$ cat config.mk
export PLATFORM = sky130hd
export DESIGN_NAME = instr_fetch_queue_flat
export DESIGN_NICKNAME = d
export VERILOG_FILES = /design/src/rtl/instr_fetch_queue_if.sv /design/src/rtl/instr_fetch_queue.sv /design/src/flat_wrapper.sv
export SDC_FILE = /design/constraint.sdc
export NUM_CORES = 1
export LEC_CHECK = 0
export ABC_AREA = 1
export CAP_MARGIN = 20
export CORE_MARGIN = 1
export CORE_UTILIZATION = 33
export CTS_BUF_LIST = sky130_fd_sc_hd__clkbuf_8
export CTS_CLUSTER_SIZE = 14
export DETAILED_ROUTE_END_ITERATION = 16
export PLACE_DENSITY_LB_ADDON = 0.05
export SETUP_SLACK_MARGIN = 0.15
export SYNTH_ARGS = -nofsm -noshare
export SYNTH_HDL_FRONTEND = slang
export SYNTH_SLANG_ARGS = --single-unit
$ cat constraint.sdc
create_clock -name clk -period 6.3 [get_ports clk]
set_input_delay 1.26 -clock clk [delete_from_list [all_inputs] [get_ports clk]]
set_output_delay 1.26 -clock clk [all_outputs]
set_load 0.1 [all_outputs]
$ cat src/rtl/instr_fetch_queue_if.sv
// instr_fetch_queue_if: fetch-side handshake and head-of-queue bus for the instruction fetch queue.
interface instr_fetch_queue_if #(
    parameter int DEPTH_BITS = 3,
    parameter int DATA_WIDTH = 32,
    parameter int ADDR_WIDTH = 32
);
    logic                  in_valid;
    logic [DATA_WIDTH-1:0] in_data;
    logic [ADDR_WIDTH-1:0] in_pc;
    logic                  flush;
    logic                  deq_stall;
    logic                  out_valid;
    logic                  out_full;
    logic [DATA_WIDTH-1:0] out_data;
    logic [ADDR_WIDTH-1:0] out_pc;
    logic [DEPTH_BITS:0]   count;
    logic                  overflow;
    modport master (
        output in_valid, in_data, in_pc, flush, deq_stall,
        input  out_valid, out_full, out_data, out_pc, count, overflow
    );
    modport slave (
        input  in_valid, in_data, in_pc, flush, deq_stall,
        output out_valid, out_full, out_data, out_pc, count, overflow
    );
endinterface

$ cat src/rtl/instr_fetch_queue.sv
// instr_fetch_queue: circular buffer of {pc, data} fetched instructions between i-cache and decode.
module instr_fetch_queue #(
    parameter int DEPTH      = 8,
    parameter int DEPTH_BITS = 3,
    parameter int DATA_WIDTH = 32,
    parameter int ADDR_WIDTH = 32
) (
    input logic                  clk,
    input logic                  rst_n,
    instr_fetch_queue_if.slave   bus
);
    localparam int EW = ADDR_WIDTH + DATA_WIDTH;
    logic [EW-1:0]         r_mem [DEPTH];
    logic [DEPTH_BITS-1:0] r_head;
    logic [DEPTH_BITS-1:0] r_tail;
    logic [DEPTH_BITS:0]   r_count;
    logic                  r_overflow;
    logic                  w_valid;
    logic                  w_full;
    logic                  w_enq;
    logic                  w_deq;
    logic [EW-1:0]         w_head;
    always_comb begin
        w_valid = r_count != '0;
        w_full  = r_count == (DEPTH_BITS+1)'(DEPTH);
        w_enq   = bus.in_valid & ~w_full & ~bus.flush;
        w_deq   = w_valid & ~bus.deq_stall & ~bus.flush;
        w_head  = w_valid ? r_mem[r_head] : '0;
    end
    assign bus.out_valid             = w_valid;
    assign bus.out_full              = w_full;
    assign {bus.out_pc, bus.out_data} = w_head;
    assign bus.count                 = r_count;
    assign bus.overflow              = r_overflow;
    always_ff @(posedge clk) begin
        if (!rst_n) begin
            r_head     <= '0;
            r_tail     <= '0;
            r_count    <= '0;
            r_overflow <= 1'b0;
        end else if (bus.flush) begin
            r_head  <= '0;
            r_tail  <= '0;
            r_count <= '0;
        end else begin
            if (w_enq) r_tail <= r_tail + 1'b1;
            if (w_deq) r_head <= r_head + 1'b1;
            r_count <= r_count + (DEPTH_BITS+1)'(w_enq) - (DEPTH_BITS+1)'(w_deq);
            // a write offered while full is dropped even if a dequeue frees a slot this cycle
            if (bus.in_valid & w_full) r_overflow <= 1'b1;
        end
    end
    always_ff @(posedge clk) begin
        if (w_enq & rst_n) r_mem[r_tail] <= {bus.in_pc, bus.in_data};
    end
endmodule
$ cat src/flat_wrapper.sv
// flat-port wrapper written by rule: the top's interface ports become plain ports
module instr_fetch_queue_flat 
#(
    parameter int DEPTH      = 8,
    parameter int DEPTH_BITS = 3,
    parameter int DATA_WIDTH = 32,
    parameter int ADDR_WIDTH = 32
)
  (clk, rst_n, bus_in_valid, bus_in_data, bus_in_pc, bus_flush, bus_deq_stall, bus_out_valid, bus_out_full, bus_out_data, bus_out_pc, bus_count, bus_overflow);
  instr_fetch_queue_if #(.DEPTH_BITS(DEPTH_BITS), .DATA_WIDTH(DATA_WIDTH), .ADDR_WIDTH(ADDR_WIDTH)) bus_i ();
  input logic clk;
  input logic rst_n;
  input wire logic [$bits(bus_i.in_valid)-1:0] bus_in_valid;
  input wire logic [$bits(bus_i.in_data)-1:0] bus_in_data;
  input wire logic [$bits(bus_i.in_pc)-1:0] bus_in_pc;
  input wire logic [$bits(bus_i.flush)-1:0] bus_flush;
  input wire logic [$bits(bus_i.deq_stall)-1:0] bus_deq_stall;
  output wire logic [$bits(bus_i.out_valid)-1:0] bus_out_valid;
  output wire logic [$bits(bus_i.out_full)-1:0] bus_out_full;
  output wire logic [$bits(bus_i.out_data)-1:0] bus_out_data;
  output wire logic [$bits(bus_i.out_pc)-1:0] bus_out_pc;
  output wire logic [$bits(bus_i.count)-1:0] bus_count;
  output wire logic [$bits(bus_i.overflow)-1:0] bus_overflow;
  assign bus_i.in_valid = bus_in_valid;
  assign bus_i.in_data = bus_in_data;
  assign bus_i.in_pc = bus_in_pc;
  assign bus_i.flush = bus_flush;
  assign bus_i.deq_stall = bus_deq_stall;
  assign bus_out_valid = bus_i.out_valid;
  assign bus_out_full = bus_i.out_full;
  assign bus_out_data = bus_i.out_data;
  assign bus_out_pc = bus_i.out_pc;
  assign bus_count = bus_i.count;
  assign bus_overflow = bus_i.overflow;
  instr_fetch_queue #(.DEPTH(DEPTH), .DEPTH_BITS(DEPTH_BITS), .DATA_WIDTH(DATA_WIDTH), .ADDR_WIDTH(ADDR_WIDTH)) u_core (.clk(clk), .rst_n(rst_n), .bus(bus_i));
endmodule
### Yosys cells after proc, flatten, opt, wreduce, memory -nomap -nowiden

Memories as Yosys holds them, arrays and structs flattened. A register that Yosys moved wholly into a read port is not among the register bits.
Index checks and enable logic that the tools add are counted.

* reductions and logical operators: 3
* divide/modulo/power cells: 0
* add/subtract/negate cells: 4
* multiplexer cells: 5
* shift-type cells: 0
* order comparisons: 0
* $mul: 0
* eq/ne operators: 1
* bitwise gates (word level): 10

Operator list (number)
* $mux W64: 1
* $add A3 B1 Y3 const B: 2
* $and A1 B1 Y1: 6
* $mux W3: 2
* $add A4 B1 Y4: 1
* $eq A4 B4 Y1 const B: 1
* $not A1 Y1: 4
* $reduce_bool A4 Y1: 1
* $sub A4 B1 Y4: 1
* $mux W1: 2
* $reduce_and A2 Y1: 1
* $reduce_or A2 Y1: 1

* bits of input ports: 69
* latch bits: 0
* register bits after elaboration: 11
* logic and storage cells: 28
* bits in read-only memories: 0
* memories: 1
* memory bits (writable): 512

Memories
* u_core.r_mem: depth 8, width 64, rd ports 1, clocked after Yosys merged registers in 1, wr ports 1, line instr_fetch_queue.sv:13 `logic [EW-1:0] r_mem [DEPTH];`

### Logic depth before layout (Yosys ltp)

* depth after elaboration: 7
* gate-level depth with buffers: 13
* mapped depth without buffers: 12

### Least setup slack after synthesis

No wires, ideal clock.

* path kind: register -> output
* start: reg u_core.r_count[2], in the netlist u_core.bus.count[2]
* end: out bus_out_pc[22]
* arrival: 3.969 ns
* data required time: 5.040 ns
* path buffers: 1
* cell stages (with the launch flop): 7
* path slack: 1.071 ns
* path through: dfxtp_1 inv_1 ha_1 nand3_1 clkbuf_1 nand2_1 nor2_1

* cells in the longest elaborated chain, start to end: 2

RTL lines
* start: declaration: line instr_fetch_queue.sv:16 `logic [DEPTH_BITS:0] r_count;`
* start signal: assignment: line instr_fetch_queue.sv:48 `r_count <= r_count + (DEPTH_BITS+1)'(w_enq) - (DEPTH_BITS+1)'(w_deq);`
* $reduce_bool A4 Y1: line instr_fetch_queue.sv:24 `w_valid = r_count != '0;`
* net bus_out_valid: line flat_wrapper.sv:18 `output wire logic [$bits(bus_i.out_valid)-1:0] bus_out_valid;`
* $mux W64: line instr_fetch_queue.sv:28 `w_head = w_valid ? r_mem[r_head] : '0;`
* end: declaration: line flat_wrapper.sv:21 `output wire logic [$bits(bus_i.out_pc)-1:0] bus_out_pc;`

The timed path passes the listed nets, and every way through them passes these cells.

==> run_results.csv <==
group,metric,value,unit
setup_path,path_class,"flop to primary output",
place,post-place-cells,3314,
sta,relSlewSlack,0.296,
synthesis,netlist_area,23200,µm²
setup_path,timing.rr.start,"u_core.bus.count[2]",
sta,fin_tns_setup,0,ns
floorplanning,core-area,69100,µm²
route,drc,0,
clocking,cts_buffer_depth,3,
setup_path,crit_chain,"clkinv_8 -> buf_4 -> nand2_1 -> nand3_1 -> nand3_1 -> nand2_1 -> nor2_1 -> clkdlybuf4s50_1",
place,placed_area,25500,µm²
setup_path,cp-start-kind,"flop",
floorplanning,io_pins,140,
floorplanning,fp.dieH,267,µm
route,met2_length,27900,µm
sta,finClkSkew,0.0188,ns
hold_path,hold_class,"flop to flop",
clocking,clk_pin_slew,0.06,ns
place,portBuffers,139,
clocking,cts-root-buf,"clkbuf_8",
pwr,p_leak,0.0117,µW
synthesis,ys_ff_latch,526,
setup_path,cp.required,5.04,ns
synthesis,seq_area_frac_synth,0.674,
floorplanning,die-width,267,µm
finish,nets,2556,
global_routing,gr-total-overflow,0,
floorplanning,rows,96,
setup_path,slowest_delay,1.20,ns
global_routing,grt_antenna_before_repair,5,
setup_path,crit_arrival,4.07,ns
sta,rsz0062_at_grt,"no",
synthesis,synth-edff-count,512,
synthesis,yosys-top-cells-count,"658 x nand2_1, 534 x inv_1, 512 x edfxtp_1",
route,drt_wl_total,59000,µm
finish,stdcell_count,3487,
sta,hold_ws,0.470,ns
setup_path,cp_slowest_cell,"clkdlybuf4s50_1",
synthesis,yosysWarnings,0,
clocking,postCtsSetupRepairBufs,0,
outcome,status,"complete, no violations",
setup_path,rrSetupSlack,3.00,ns
sta,setup_viol,0,
setup_path,path_max_fanout,83,
route,m1WireLength,27400,µm
route,vias,15100,
sta,hold_viol,0,
setup_path,endpoint_kind,"primary output",
synthesis,yosysMostFrequentCell,"nand2_1",
finish,n_fill_cell,6719,
finish,ff_latch_area,15700,µm²
clocking,cts_resized,0,
job,cap_violations,0,
route,ant_nets,0,
route,first_pass_iters,5,
clocking,cts_sinks,526,
route,drt-wirelength-per-cell,16.9,µm
global_routing,grt_pass1_vias,14900,
pwr,peakVddDrop,0.135,mV
clocking,hold_buffers,0,
pwr,total_power,7760,µW
finish,final_area,27200,µm²
pwr,power_density,285,nW/µm²
synthesis,netlist.top_cell.by_area,"edfxtp_1",
synthesis,synthFlopType,"edfxtp_1",
finish,multiInputGateArea,4930,µm²
floorplanning,die_area,71400,µm²
sta,slew_viol_final,0,
place,gp_congestion,0.737,
sta,period_share,0.846,
setup_path,regToRegEndpoint,"u_core.bus.count[2]",
route,wl_met3,2310,µm
clocking,clock_latency,0.66,ns
synthesis,synthCells,2324,
setup_path,rr_worst_depth,13,
place,dp_hpwl,29200,µm
sta,fin_crit,5.33,ns
route,first_iter_violations,681,
global_routing,grt_pass1_wl,89000,µm
synthesis,synthTopCellsByArea,"edfxtp_1 66%, nand2_1 11%, inv_1 8.6%",
global_routing,grt_max_degree,173,
route,dr.max_layer_used,"met5",
sta,max_freq,188,MHz
route,viasPerCell,4.33,
synthesis,synth_area_per_cell,9.99,µm²
setup_path,endpoint,"bus_out_pc[5]",
synthesis,async_flop_share,0,
synthesis,synth_cell_types,20,
synthesis,synth_top_cell_area_share,0.662,
floorplanning,start_util,0.336,
clocking,cts_tree,"built",
global_routing,grt.total_usage,0.167,
clocking,cts_buffers,93,
clocking,htree_levels,3,
finish,drive_above_1_share,0.0654,
finish,area_growth,17.2,%
sta,tightest_slew,1.06,ns
synthesis,syn_nets,2402,
-- through the flow --
stage,setup slack (ns),util
finish,0.969,0.394
global route,0.698,0.394
CTS,0.841,0.394
global placement,1.61,0.369
floorplan,1.07,-
detailed placement,1.60,0.369
-- area by class of cell --
class                   instances  area share
diodes                          1   0.0000920
clock buffers                 102      0.0516
clock inverters                70      0.0123
inverters                     535      0.0744
multi-input cells            1157       0.181
flip-flops and latches        526       0.576
well taps                     931      0.0428
repair buffers                165      0.0617
-- where the power goes --
group / leakage (µW) / switching, µW / internal, µW
clock network: 0.00103 / 1400 / 1560
registers: 0.00473 / 17.1 / 3860
logic: 0.00590 / 693 / 217
-- placed cells by master, fill, tap and decap left out --
cell | Yosys | routed
fa_1 | 1 | 1
nand2_1 | 658 | 658
clkinv_8 | 0 | 1
diode_2 | 0 | 1
nand3b_1 | 1 | 1
buf_12 | 0 | 9
nand3_4 | 0 | 1
bufinv_16 | 0 | 2
clkdlybuf4s50_1 | 0 | 131
dfxtp_4 | 0 | 3
nand4_1 | 1 | 1
xor2_1 | 1 | 1
clkinv_1 | 0 | 20
clkbuf_8 | 0 | 102
inv_4 | 1 | 1
clkinv_2 | 0 | 15
buf_4 | 1 | 25
nor3_1 | 1 | 1
a21oi_1 | 6 | 6
o21ai_0 | 2 | 2
edfxtp_1 | 512 | 512
dfxtp_1 | 14 | 11
nor2_1 | 152 | 144
nor2_4 | 0 | 8
nand3_1 | 326 | 325
inv_1 | 534 | 566
ha_1 | 8 | 8
-- kinds of logic (layout without fill, tap and decap cells) --
group,Yosys count,count (layout),synth area share
DFF,526,526,0.674
adders and majority gates,9,9,0.00517
buffers and inverters,641,872,0.117
AOI/OAI and AO/OA,8,8,0.00172
other,0,1,0
and+or+nand+nor,1139,1139,0.202
xor gates and xnor gates,1,1,0.000377
-- routing by layer --
metal | up-vias | global-route usage
met1 | 7157 | 0.218
met5 | - | 0
met2 | 252 | 0.277
met3 | 98 | 0.0309
met4 | 8 | 0.0561
li1 | 7593 | -
-- worst min-delay path by stage --
stage	start	end	slack, ns	cells after the start
2_1_floorplan	u_core.r_head[2]	flop	0.44	2
3_3_place_gp	u_core.r_head[2]	flop	0.45	2
3_5_place_dp	u_core.r_head[2]	flop	0.46	2
4_1_cts	u_core.r_head[2]	flop	0.47	2
5_1_grt	u_core.r_head[2]	flop	0.49	2
6_report	u_core.r_head[2]	flop	0.47	2
-- sequential cells by signal, summed over array words and instances, names as in the netlist, named ones only --
signal and count:
u_core.r_head 3, u_core.bus.overflow 1, u_core.r_mem 512, u_core.r_tail 3, u_core.bus.count 4
-- critical path: cells and delay by family, from the launching register on --
kind	cells	cell delay, ns
simple gates	5	0.68
flops	1	0.93
buf+inv	3	1.75
(Power assumes the default switching activity.)
